===== src/rtl/ms72xx_cfg_sequencer.sv =====
// Register-init sequencer for the MS7200/MS7210 HDMI bridge pair: walks a ROM
// table and issues one IIC byte write per entry, with delays, NACK retries and restart.
module ms72xx_cfg_sequencer #(
    parameter int          ROM_AW       = 8,
    parameter int          CLK_FREQ_KHZ = 10000,
    parameter int          PWR_WAIT_MS  = 2,
    parameter int          MAX_RETRY    = 3,
    parameter int          RETRY_GAP    = 1000,
    parameter logic [7:0]  DEV_ADDR_RX  = 8'hB2,
    parameter logic [7:0]  DEV_ADDR_TX  = 8'hB2
) (
    input  logic              clk,
    input  logic              rst,
    input  logic              restart,
    output logic [ROM_AW-1:0] rom_addr,
    input  logic [31:0]       rom_data,
    output logic              cmd_valid,
    input  logic              cmd_ready,
    output logic [7:0]        cmd_dev_addr,
    output logic [15:0]       cmd_reg_addr,
    output logic [7:0]        cmd_wdata,
    input  logic              cmd_done,
    input  logic              cmd_nack,
    output logic              bus_sel,
    output logic              init_over,
    output logic              cfg_err,
    output logic              busy
);

    localparam int MS_W  = (CLK_FREQ_KHZ > 1) ? $clog2(CLK_FREQ_KHZ) : 1;
    localparam int ACC_W = (PWR_WAIT_MS > 255) ? $clog2(PWR_WAIT_MS + 1) : 8;
    localparam int RTY_W = (MAX_RETRY > 0) ? $clog2(MAX_RETRY + 1) : 1;
    localparam int GAP_W = (RETRY_GAP > 1) ? $clog2(RETRY_GAP + 1) : 1;

    typedef enum logic [3:0] {
        ST_PWR_WAIT, ST_FETCH, ST_LATCH, ST_DECODE, ST_ISSUE, ST_WAIT_DONE,
        ST_GAP, ST_DELAY, ST_NEXT, ST_DONE, ST_ERR
    } state_t;

    state_t              state_reg, state_next;
    logic [ROM_AW-1:0]   rom_addr_reg;
    logic [MS_W-1:0]     ms_cnt_reg;
    logic [ACC_W-1:0]    ms_acc_reg;
    logic [RTY_W-1:0]    retry_cnt_reg;
    logic [GAP_W-1:0]    gap_cnt_reg;
    logic                ent_end_reg, ent_delay_reg, ent_dev_reg;
    logic [15:0]         ent_reg_addr_reg;
    logic [7:0]          ent_data_reg;
    logic [7:0]          cmd_dev_addr_reg, cmd_wdata_reg;
    logic [15:0]         cmd_reg_addr_reg;
    logic                bus_sel_reg, init_over_reg, cfg_err_reg, busy_reg;
    logic                ms_tick, pwr_wait_done, delay_done, gap_done, reserved_unused;

    assign reserved_unused = ^rom_data[28:24];

    assign ms_tick       = (ms_cnt_reg == MS_W'(CLK_FREQ_KHZ - 1));
    assign pwr_wait_done = (PWR_WAIT_MS == 0) ||
                           (ms_tick && ms_acc_reg == ACC_W'(PWR_WAIT_MS - 1));
    assign delay_done    = ms_tick && (ms_acc_reg == ACC_W'(ent_data_reg - 8'd1));
    assign gap_done      = (gap_cnt_reg == GAP_W'(RETRY_GAP - 1));

    always_comb begin
        state_next = state_reg;
        case (state_reg)
            ST_PWR_WAIT:  if (pwr_wait_done) state_next = ST_FETCH;
            ST_FETCH:     state_next = ST_LATCH;
            ST_LATCH:     state_next = ST_DECODE;
            ST_DECODE: begin
                if (ent_end_reg)
                    state_next = ST_DONE;
                else if (ent_delay_reg)
                    state_next = (ent_data_reg == 8'd0) ? ST_NEXT : ST_DELAY;
                else
                    state_next = ST_ISSUE;
            end
            ST_ISSUE:     if (cmd_ready) state_next = ST_WAIT_DONE;
            ST_WAIT_DONE: begin
                if (cmd_done) begin
                    if (!cmd_nack)
                        state_next = ST_NEXT;
                    else if (retry_cnt_reg >= RTY_W'(MAX_RETRY))
                        state_next = ST_ERR;
                    else
                        state_next = ST_GAP;
                end
            end
            ST_GAP:       if (gap_done) state_next = ST_ISSUE;
            ST_DELAY:     if (delay_done) state_next = ST_NEXT;
            ST_NEXT:      state_next = (&rom_addr_reg) ? ST_DONE : ST_FETCH;
            ST_DONE,
            ST_ERR:       if (restart) state_next = ST_PWR_WAIT;
            default:      state_next = ST_PWR_WAIT;
        endcase
    end

    always_ff @(posedge clk) begin
        if (rst) begin
            state_reg        <= ST_PWR_WAIT;
            rom_addr_reg     <= '0;
            retry_cnt_reg    <= '0;
            ent_end_reg      <= 1'b0;
            ent_delay_reg    <= 1'b0;
            ent_dev_reg      <= 1'b0;
            ent_reg_addr_reg <= '0;
            ent_data_reg     <= '0;
            cmd_dev_addr_reg <= '0;
            cmd_reg_addr_reg <= '0;
            cmd_wdata_reg    <= '0;
            bus_sel_reg      <= 1'b0;
            init_over_reg    <= 1'b0;
            cfg_err_reg      <= 1'b0;
            busy_reg         <= 1'b1;
        end else begin
            state_reg     <= state_next;
            init_over_reg <= (state_next == ST_DONE);
            cfg_err_reg   <= (state_next == ST_ERR);
            busy_reg      <= !(state_next == ST_DONE || state_next == ST_ERR);

            if (state_reg == ST_LATCH) begin
                ent_end_reg      <= rom_data[31];
                ent_delay_reg    <= rom_data[30];
                ent_dev_reg      <= rom_data[29];
                ent_reg_addr_reg <= rom_data[23:8];
                ent_data_reg     <= rom_data[7:0];
            end

            // cmd_* and bus_sel stay frozen through GAP so a retry re-issues the identical write
            if (state_reg == ST_DECODE && !ent_end_reg && !ent_delay_reg) begin
                cmd_dev_addr_reg <= ent_dev_reg ? DEV_ADDR_TX : DEV_ADDR_RX;
                cmd_reg_addr_reg <= ent_reg_addr_reg;
                cmd_wdata_reg    <= ent_data_reg;
                bus_sel_reg      <= ent_dev_reg;
                retry_cnt_reg    <= '0;
            end else if (state_reg == ST_WAIT_DONE && state_next == ST_GAP) begin
                retry_cnt_reg <= retry_cnt_reg + RTY_W'(1);
            end

            if (state_reg == ST_NEXT && !(&rom_addr_reg))
                rom_addr_reg <= rom_addr_reg + ROM_AW'(1);
            else if ((state_reg == ST_DONE || state_reg == ST_ERR) && restart)
                rom_addr_reg <= '0;
        end
    end

    // Millisecond timebase, shared by the power-up wait and DELAY entries
    always_ff @(posedge clk) begin
        if (rst) begin
            ms_cnt_reg <= '0;
            ms_acc_reg <= '0;
        end else if (state_reg == ST_PWR_WAIT || state_reg == ST_DELAY) begin
            if (ms_tick) begin
                ms_cnt_reg <= '0;
                ms_acc_reg <= ms_acc_reg + ACC_W'(1);
            end else begin
                ms_cnt_reg <= ms_cnt_reg + MS_W'(1);
            end
        end else begin
            ms_cnt_reg <= '0;
            ms_acc_reg <= '0;
        end
    end

    always_ff @(posedge clk) begin
        if (rst || state_reg != ST_GAP)
            gap_cnt_reg <= '0;
        else
            gap_cnt_reg <= gap_cnt_reg + GAP_W'(1);
    end

    assign rom_addr     = rom_addr_reg;
    assign cmd_valid    = (state_reg == ST_ISSUE);
    assign cmd_dev_addr = cmd_dev_addr_reg;
    assign cmd_reg_addr = cmd_reg_addr_reg;
    assign cmd_wdata    = cmd_wdata_reg;
    assign bus_sel      = bus_sel_reg;
    assign init_over    = init_over_reg;
    assign cfg_err      = cfg_err_reg;
    assign busy         = busy_reg;

endmodule


===== config.mk =====
export PLATFORM = sky130hd
export DESIGN_NAME = ms72xx_cfg_sequencer
export DESIGN_NICKNAME = d
export VERILOG_FILES = /design/src/rtl/ms72xx_cfg_sequencer.sv
export SDC_FILE = /design/constraint.sdc
export NUM_CORES = 1
export LEC_CHECK = 0
export CORE_ASPECT_RATIO = 2
export CORE_MARGIN = 5
export CORE_UTILIZATION = 50
export DETAILED_ROUTE_END_ITERATION = 8
export PLACE_DENSITY_LB_ADDON = 0.08
export SLEW_MARGIN = 10
export SYNTH_ARGS = -nofsm -noshare
export SYNTH_HDL_FRONTEND = slang
export SYNTH_SLANG_ARGS = --single-unit

===== constraint.sdc =====
create_clock -name clk -period 5.8 [get_ports clk]
set_clock_uncertainty 0.2 [all_clocks]
set_input_delay 1.16 -clock clk [delete_from_list [all_inputs] [get_ports clk]]
set_output_delay 1.16 -clock clk [all_outputs]
set_load 0.1 [all_outputs]

==> results of run 1 <==
-- cell usage after synthesis, types with 3 or more instances --
library cell	instances
or3_1	7
xor2_1	27
a21oi_1	64
ha_1	8
o21ai_1	6
inv_1	12
nor3_1	10
and4_1	3
a211oi_1	4
nand4_1	9
buf_4	8
buf_2	6
nand3b_1	6
nand2b_1	5
nand2_1	123
dfxtp_1	102
and3_1	9
nand3_1	17
o21ai_0	5
xnor2_1	13
clkbuf_1	20
nor2_1	57
nor4_1	4
-- power groups by stage --
stage	clock [uW]	sequential, uW	combinational (uW)
floorplan	0	797	287
global placement	0	819	343
detailed placement	0	822	348
CTS	601	806	350
global route	631	814	394
finish	584	807	345
-- cell usage in the layout (no fill, tap or decap), drive strengths merged, types with 2 or more instances in the layout --
cell / instances
nor2b: 2
nor3b: 2
or3: 7
o21a: 2
a211oi: 4
clkinv: 2
inv: 13
clkdlybuf4s50: 72
nand2: 123
a31oi: 2
and3: 9
clkbuf: 10
nand4: 9
nor4b: 2
xnor2: 13
nand3: 17
nand2b: 5
ha: 8
a21oi: 64
buf: 2
o22ai: 2
nand3b: 6
and4: 3
nor4: 5
mux2i: 2
nor3: 11
dfxtp: 102
o21ai: 11
xor2: 27
nor2: 57
conb: 4
-- area by class of cell --
cell class / count / area share
well taps: 102 / 0.0234
clock buffers: 10 / 0.0419
multi-input cells: 409 / 0.407
clock inverters: 5 / 0.0110
flip-flops and latches: 102 / 0.374
inverters: 12 / 0.00825
repair buffers: 74 / 0.134
-- worst max path at each step --
stage,startpoint,end,slack [ns]
floorplan,state_reg[0],cmd_valid,1.60
global placement,state_reg[2],cmd_valid,2.17
detailed placement,state_reg[2],cmd_valid,2.17
CTS,state_reg[2],cmd_valid,1.78
global route,state_reg[2],cmd_valid,1.70
finish,state_reg[2],cmd_valid,1.81
-- metrics by stage --
stage | setup slack, ns | area (um^2) | hold slack (ns)
6_report | 1.81 | 5460 | 0.251
5_1_grt | 1.70 | 5460 | 0.271
4_1_cts | 1.78 | 5460 | 0.257
3_5_place_dp | 2.17 | 5170 | 0.242
3_3_place_gp | 2.17 | 5170 | 0.234
2_1_floorplan | 1.60 | 4480 | 0.218
-- cell families after synthesis --
| logic type | synth area share |
|---|---|
| simple gates | 0.273 |
| flops | 0.457 |
| xor+xnor | 0.0783 |
| buf+inv | 0.0503 |
| mux | 0.00448 |
| compound gates | 0.114 |
| other cells | 0.000838 |
| fa+ha+maj | 0.0224 |
-- routing by layer --
layer	track usage	part of all wire	vias to the layer above
met5	0	0	-
met4	0.0894	0.028	0
met2	0.361	0.55	86
met3	0.0414	0.050	23
li1	-	-	1948
met1	0.197	0.37	1806
-- worst max-delay path, stage by stage (launching register included) --
cell             delay, ns
dfxtp_1               0.74
nand2b_1              0.18
nor3_1                0.20
clkdlybuf4s50_1       1.17
==> summary.md, run 1 <==
| Metric | Value |
|---|---|
| Status | `finished, final reports clean` |
| Req. time, crit path | `4.44 ns` |
| Wirelength per Cell | `14.4 um` |
| Gate power share | `0.199` |
| IO Count | `83` |
| Placed cell count | `699` |
| Synth cell types | `48` |
| Setup crit end kind | `primary output` |
| CTS Hold Bufs | `0` |
| Least-Margin Pin Slew | `1.14 ns` |
| RSZ-0062 raised after global routing | `false` |
| Reg area | `2040 um^2` |
| RePlAce Congestion | `0.849` |
| Yosys warnings | `0` |
| Final wirelength | `10300 um` |
| Final Max Tran Viols | `0` |
| Cells after Synth | `556` |
| Worst-Skew Late Latency | `0.34 ns` |
| Finished Layout Cells | `714` |
| Core Util, Final | `0.614` |
| Post-synth EDFFs | `0` |
| Hold Crit Start | `ent_reg_addr_reg[10]` |
| Switching pwr | `520 uW` |
| Dominant cell type by area after synthesis | `dfxtp_1` |
| Min Tclk post-route | `3.99 ns` |
| Die Span X | `76.9 um` |
| Nets@finish | `654` |
| Via density | `5.41` |
| Hold Path Class | `flip-flop to flip-flop` |
| Max-cap violations | `0` |
| Die ar. | `11100 um^2` |
| Post-CTS Setup Inserts | `0` |
| Max transition margin | `0.236` |
| Fmax | `251 MHz` |
| TritonCTS buffer count | `9` |
| Post-Syn Area | `4470 um^2` |
| Asr flop ratio synth | `0` |
| Hold Crit Depth | `2` |
| Main flop type after synthesis | `dfxtp_1` |
| Residual DRC | `0` |
| Total negative slack | `0 ns` |
| Synth top area share | `0.457` |
| Leakage power | `0.00192 uW` |
| Reg2Reg Depth | `5` |
| Hold endpoint | `cmd_reg_addr[10]` |
| Max rail drop VDD | `0.238 mV` |
| DP Wirelength | `7340 um` |
| Startpoint Class | `flip-flop` |
| Area growth syn-to-layout | `22.1%` |
| Layout cells sized above 1 | `0.0376` |
| Largest net degree at the start of global routing | `69` |
| Worst reg2reg startpoint | `state_reg[0]` |
| Gr usage total | `0.192` |
| R2R setup slack | `2.90 ns` |
| Starting Density | `0.503` |
| Overall Power | `1740 uW` |
| Multi-input gate area | `2220 um^2` |
| Post_cts resized | `0` |
| Crit path DAT | `2.63 ns` |
| 1st-iter DRT viols | `212` |
| Worst Path Max Fanout | `20` |
| Clock slew at reported path FFs | `0.07 ns` |
| CTS H-tree lvls | `3` |
| Overflow after GRT | `0` |
| Critical path type | `flip-flop to primary output` |
| Tcrit/Tclk final | `0.688` |
| Final setup viols | `0` |
| Final ANT Viol Nets | `0` |
| Via count | `3863` |
| First-pass GRT wire length | `17300 um` |
| Sw frac | `0.299` |
| # diodes | `0` |
| Clk sinks | `102` |
| Clock Path Buffers | `2` |
| Pre-antenna DRT Iters | `4` |
| Fillers | `804` |
| Core Area | `8890 um^2` |
| Final Hold Viols | `0` |
| Sequential share of the synthesized area | `0.457` |
| Clock share of power | `0.337` |
| Internal Power | `1220 uW` |
| Sequential power share | `0.465` |
| Root Buffer | `clkbuf_16` |
| FF-to-FF End | `cmd_reg_addr[3]` |
| IO Port Bufs | `73` |
| Vias in the first global route | `3719` |
| Synth Register Bits | `102` |
| Power Density | `318 nW/um^2` |
| CTS tree | `yes` |
| Synth Area per Inst | `8.05 um^2` |
| Die Span Y | `144 um` |
| Main area contributors after synthesis | `dfxtp_1 (46%), nand2_1 (10%), a21oi_1 (7.2%)` |
| Initial antenna violation count | `0` |
| Row count | `49` |
(Power assumes the default switching activity.)
==> run 2: changes to the inputs <==
--- a/config.mk
+++ b/config.mk
@@ -7,7 +7,7 @@
 export LEC_CHECK = 0
 export CORE_ASPECT_RATIO = 2
 export CORE_MARGIN = 5
-export CORE_UTILIZATION = 50
+export CORE_UTILIZATION = 47
 export DETAILED_ROUTE_END_ITERATION = 8
 export PLACE_DENSITY_LB_ADDON = 0.08
 export SLEW_MARGIN = 10
==> constraint.sdc (replaced) <==
create_clock -name clk -period 3.2 [get_ports clk]
set_clock_uncertainty 0.2 [all_clocks]
set_input_delay 0.64 -clock clk [delete_from_list [all_inputs] [get_ports clk]]
set_output_delay 0.64 -clock clk [all_outputs]
set_load 0.1 [all_outputs]
==> run 2 against run 1 <==
Final area shrank 0.50%; critical path type unchanged; non-clock buffer count grew 8; sequential power grew 80%; total power grew 84%; critical endpoint unchanged; highest routed layer unchanged.
==> summary.md, run 2 (synthesis gave the netlist of run 1 again) <==
| Metric | Value |
|---|---|
| Starting Density | `0.480 (-0.0233)` |
| First-pass GRT wire length | `17200 um (-0.64%)` |
| Via density | `5.30 (-2.0%)` |
| Power Density | `587 nW/um^2 (+85%)` |
| Root Buffer | `clkbuf_16` |
| Wirelength per Cell | `14.4 um (-0.32%)` |
| Row count | `50 (+2.0%)` |
| Status | `finished, final reports clean` |
| 1st-iter DRT viols | `160 (-25%)` |
| Final Max Tran Viols | `0 (unchanged)` |
| Die ar. | `11700 um^2 (+5.7%)` |
| Commonest non-fill, non-tap cell in the layout | `nand2_1` |
| Tcrit/Tclk final | `0.796` |
| Startpoint Class | `flip-flop` |
| Hold WS | `0.249 ns (-0.00187 ns)` |
| Via count | `3844 (-0.49%)` |
| # diodes | `0 (unchanged)` |
| Min Tclk post-route | `2.55 ns` |
| Worst Path Max Fanout | `20 (unchanged)` |
| Final wirelength | `10400 um (+1.2%)` |
| Hold Crit Depth | `1 (-1)` |
| CTS H-tree lvls | `3 (unchanged)` |
| Clock slew at reported path FFs | `0.06 ns (about the same)` |
| Max transition margin | `0.542 (+0.305)` |
| Least-Margin Pin Slew | `0.687 ns (-0.454 ns)` |
| Hold Crit Start | `ms_cnt_reg[0]` |
| Vias in the first global route | `3785 (+1.8%)` |
| CTS tree | `yes` |
| TritonCTS buffer count | `9 (unchanged)` |
| DP Wirelength | `7720 um (+5.2%)` |
| IO Count | `83 (unchanged)` |
| Largest net degree at the start of global routing | `68 (-1.4%)` |
| FF-to-FF End | `cfg_err` |
| Critical path type | `flip-flop to primary output` |
| Dpl cell area | `5130 um^2 (-0.80%)` |
| Setup crit end kind | `primary output` |
| Clk sinks | `102 (unchanged)` |
| Req. time, crit path | `2.36 ns (-2.08 ns)` |
| Initial antenna violation count | `0 (unchanged)` |
| R2R setup slack | `0.81 ns (-2.09 ns)` |
| Crit path DAT | `1.71 ns (-0.92 ns)` |
| CTS Hold Bufs | `0 (unchanged)` |
| Final Cell Area | `5430 um^2 (-0.50%)` |
| Die Span X | `79.0 um (+2.7%)` |
| Residual DRC | `0 (unchanged)` |
| Final ANT Viol Nets | `0 (unchanged)` |
| Worst reg2reg startpoint | `ent_data_reg[0]` |
| Core Area | `9320 um^2 (+4.9%)` |
| Die Span Y | `148 um (+2.9%)` |
| Post-CTS Setup Inserts | `0 (unchanged)` |
| RePlAce Congestion | `0.856 (+0.82%)` |
| Max rail drop VDD | `0.327 mV (+37%)` |
| Layout cells sized above 1 | `0.118 (+0.0800)` |
| Final setup viols | `0 (unchanged)` |
| Clock Path Buffers | `2 (unchanged)` |
| IO Port Bufs | `73 (unchanged)` |
| Worst-Skew Late Latency | `0.34 ns (about the same)` |
| Pre-antenna DRT Iters | `4 (unchanged)` |
| Area growth syn-to-layout | `21.5%` |
| Reg2Reg Depth | `7 (+2)` |
| Nets@finish | `662 (+1.2%)` |
| Overflow after GRT | `0 (unchanged)` |
| Max-cap violations | `0 (unchanged)` |
| Leakage power | `0.00206 uW (+7.3%)` |
| Commonest non-fill, non-tap cells in the layout | `nand2_1 (123), dfxtp_1 (102), a21oi_1 (64)` |
| Hold Path Class | `flip-flop to flip-flop` |
| Final Hold Viols | `0 (unchanged)` |
| Gr usage total | `0.184 (-0.00786)` |
| Post_cts resized | `0 (unchanged)` |
| RSZ-0062 raised after global routing | `false` |
| Total negative slack | `0 ns (unchanged)` |
| Fmax | `393 MHz` |
| Hold endpoint | `ms_cnt_reg[0]` |
run 2: changes by cell type in the layout (fill, tap and decap cells not counted), sizes merged:
cell	before	now
buf	2	51
clkbuf	10	13
clkdlybuf4s50	72	31
clkinv	2	1
inv	13	12
run 2: metrics by stage:
stage,cells,worst slack (ns),utilization,power [uW]
6_report,725,0.653,0.583,3190
5_1_grt,725,0.538,0.583,3380
4_1_cts,725,0.646,0.583,3240
3_5_place_dp,709,0.690,0.550,2140
3_3_place_gp,709,0.688,0.550,2110
2_1_floorplan,559,0.376,-,1960
run 2: how the worst max path moves through the flow:
stage / start / to / cells past startpoint
CTS: state_reg[2] / cmd_valid / 3
finish: state_reg[2] / cmd_valid / 3
floorplan: state_reg[0] / cmd_valid / 4
global placement: restart / busy / 7
detailed placement: restart / busy / 7
global route: state_reg[3] / rom_addr[4] / 6
run 2: cell type report:
type	instances	area (um^2)
fill	906	3890
multi-input combinational	409	2220
sequential	102	2040
timing repair buffer	82	691
clock buffer	13	260
tap	104	130
inverter	12	45.0
clock inverter	3	42.5
run 2: power breakdown:
group | switching [uW] | internal (uW) | total [uW]
Combinational | 394 | 253 | 647
Sequential | 91.1 | 1360 | 1450
Clock | 443 | 648 | 1090
Total | 928 | 2260 | 3190
run 2: worst max-delay path: stages, from the launching register on:
cell and delay (ns):
dfxtp_1 0.70, nand2b_1 0.19, nor3_2 0.16, buf_4 0.32
run 2: routing by layer:
| metal | routed length, um | share of wire | track usage |
|---|---|---|---|
| met3 | 502 | 0.048 | 0.0402 |
| met2 | 5820 | 0.56 | 0.343 |
| met4 | 210 | 0.020 | 0.0895 |
| met5 | 0 | 0 | 0 |
| met1 | 3900 | 0.37 | 0.186 |
==> run 3: changes to the inputs <==
--- a/config.mk
+++ b/config.mk
@@ -7,7 +7,7 @@
 export LEC_CHECK = 0
 export CORE_ASPECT_RATIO = 2
 export CORE_MARGIN = 5
-export CORE_UTILIZATION = 47
+export CORE_UTILIZATION = 50
 export DETAILED_ROUTE_END_ITERATION = 8
 export PLACE_DENSITY_LB_ADDON = 0.08
 export SLEW_MARGIN = 10
==> constraint.sdc (replaced) <==
create_clock -name clk -period 2.4 [get_ports clk]
set_clock_uncertainty 0.2 [all_clocks]
set_input_delay 0.48 -clock clk [delete_from_list [all_inputs] [get_ports clk]]
set_output_delay 0.48 -clock clk [all_outputs]
set_load 0.1 [all_outputs]
==> run 3 against run 2 <==
Hold slack got worse by 0.00054 ns; combinational power rose by 45%; sequential power is 33% higher; worst setup slack got worse by 0.54 ns; flip-flop and latch count is the same; first-iteration DRC count fell by 16%; total power rose by 36%; count of clock-buffer cells in the layout is 3 lower; register-to-register slack worse by 0.66 ns; largest cell class unchanged; non-clock buffer count grew 8; critical path type unchanged.
==> summary.md, run 3 (synthesis gave the netlist of run 1 again) <==
| Metric | Value |
|---|---|
| Cell chain of the critical path | `buf_4, nand2b_1, nor3_4, buf_12` |
| Pre-CTS setup slack | `0.105 ns (-0.585 ns)` |
| Hold Path Class | `flip-flop to flip-flop` |
| Max transition margin | `0.638 (+0.0963)` |
| Via density | `5.31 (+0.21%)` |
| Core Util, Final | `0.625 (+0.0420)` |
| RePlAce Congestion | `0.857 (+0.13%)` |
| Vias in the first global route | `3770 (-0.40%)` |
| Max rail drop VDD | `0.447 mV (+37%)` |
| Die Span X | `76.9 um (-2.7%)` |
| Max-cap violations | `0 (unchanged)` |
| CTS tree | `yes` |
| Reg area | `2050 um^2 (+0.31%)` |
| CP Buf/Inv Count | `2 (+1)` |
| Crit path max-delay family | `buffers and inverters` |
| Crit path DAT | `1.60 ns (-0.11 ns)` |
| Via count | `3884 (+1.0%)` |
| First-pass GRT wire length | `17100 um (-0.48%)` |
| DP Wirelength | `7800 um (+1.0%)` |
| Commonest non-fill, non-tap cell in the layout | `nand2_1` |
| CP peak stage delay | `0.42 ns (-0.28 ns)` |
| Initial antenna violation count | `0 (unchanged)` |
| Least-Margin Pin Slew | `0.543 ns (-0.145 ns)` |
| Multi-input gate area | `2250 um^2 (+1.1%)` |
| Slowest cell on crit path | `dfxtp_1` |
| # diodes | `0 (unchanged)` |
| Req. time, crit path | `1.72 ns (-0.64 ns)` |
| Total negative slack | `0 ns (unchanged)` |
| Final setup viols | `0 (unchanged)` |
| Post-CTS Setup Inserts | `0 (unchanged)` |
| Final ANT Viol Nets | `0 (unchanged)` |
| Final Max Tran Viols | `0 (unchanged)` |
| IO Port Bufs | `73 (unchanged)` |
| Area growth syn-to-layout | `24.2%` |
| Setup crit end kind | `primary output` |
| Min Tclk post-route | `2.28 ns` |
| Starting Density | `0.503 (+0.0233)` |
| Final Cell Area | `5550 um^2 (+2.2%)` |
| Fillers | `811 (-10%)` |
| Wirelength per Cell | `14.3 um (-0.35%)` |
| Final wirelength | `10500 um (+0.48%)` |
| Status | `finished, final reports clean` |
| IO Count | `83 (unchanged)` |
| Overflow after GRT | `0 (unchanged)` |
| Die Span Y | `144 um (-2.8%)` |
| Clk sinks | `102 (unchanged)` |
| Startpoint Class | `flip-flop` |
| Overall Power | `4330 uW (+36%)` |
| Worst-Skew Late Latency | `0.34 ns (about the same)` |
| Post-route setup slack | `0.117 ns (-0.536 ns)` |
| Clock Path Buffers | `2 (unchanged)` |
| Leakage power | `0.00210 uW (+1.9%)` |
| TritonCTS buffer count | `9 (unchanged)` |
| Residual DRC | `0 (unchanged)` |
| Tcrit/Tclk final | `0.951` |
| 1st-iter DRT viols | `134 (-16%)` |
| Die ar. | `11100 um^2 (-5.4%)` |
| Largest net degree at the start of global routing | `54 (-21%)` |
| Root Buffer | `clkbuf_16` |
| Dpl cell area | `5230 um^2 (+2.0%)` |
| CTS H-tree lvls | `3 (unchanged)` |
| Gr usage total | `0.189 (+0.00496)` |
| Pre-antenna DRT Iters | `4 (unchanged)` |
| Power Density | `780 nW/um^2 (+33%)` |
| Critical path type | `flip-flop to primary output` |
| Layout cells sized above 1 | `0.143 (+0.0255)` |
| Fmax | `438 MHz` |
| Final Hold Viols | `0 (unchanged)` |
| Worst Path Max Fanout | `10 (-50%)` |
| Clock slew at reported path FFs | `0.07 ns (about the same)` |
| Nets@finish | `670 (+1.2%)` |
| Core Area | `8890 um^2 (-4.6%)` |
| Row count | `49 (-2.0%)` |
| Commonest non-fill, non-tap cells in the layout | `nand2_1 (123), dfxtp_1 (97), a21oi_1 (64)` |
| RSZ-0062 raised after global routing | `false` |
[run 3: per-layer routing]
metal	vias to the layer above	global-route usage	routed length (um)
met2	54	0.364	5890
met3	10	0.0364	321
met1	1839	0.195	4100
li1	1981	-	-
met4	0	0.0774	174
met5	-	0	0
[run 3: tightest hold or removal path: stages, from the launching register on]
cell and delay (ns):
dfxtp_1 0.31, nand2_1 0.05, a21oi_1 0.05
[run 3: area by class of cell]
cell class | count | area share
clock buffers | 10 | 0.0430
repair buffers | 90 | 0.140
clock inverters | 6 | 0.0128
inverters | 12 | 0.00811
flip-flops and latches | 102 | 0.369
multi-input cells | 409 | 0.405
well taps | 102 | 0.0230
[run 3: through the flow]
| stage | cells | hold WS (ns) |
|---|---|---|
| 6_report | 731 | 0.249 |
| 5_1_grt | 731 | 0.269 |
| 4_1_cts | 731 | 0.257 |
| 3_5_place_dp | 715 | 0.246 |
| 3_3_place_gp | 715 | 0.229 |
| 2_1_floorplan | 559 | 0.218 |
[run 3: final timing paths]
check                            from              end  slack [ns]  cells after the start
hold / removal    ent_reg_addr_reg[8]  cmd_reg_addr[8]        0.25                      2
hold reg to reg   ent_reg_addr_reg[8]  cmd_reg_addr[8]        0.25                      2
setup / recovery         state_reg[0]        cmd_valid        0.12                      4
setup reg to reg      ent_data_reg[3]          cfg_err        0.15                      6
[run 3: timing repair]
action	CTS	global route
resized for setup	1	3
hold buffers	0	0
endpoints found under the hold margin	0	0
setup endpoints to repair	1	13
pin swaps	0	1
[run 3: report_power, final]
part	switching, uW	leakage (uW)	total, uW	internal [uW]
clock network	620	0.000145	1460	841
logic	551	0.00113	935	384
registers	119	0.000825	1930	1810
total	1290	0.00210	4330	3040
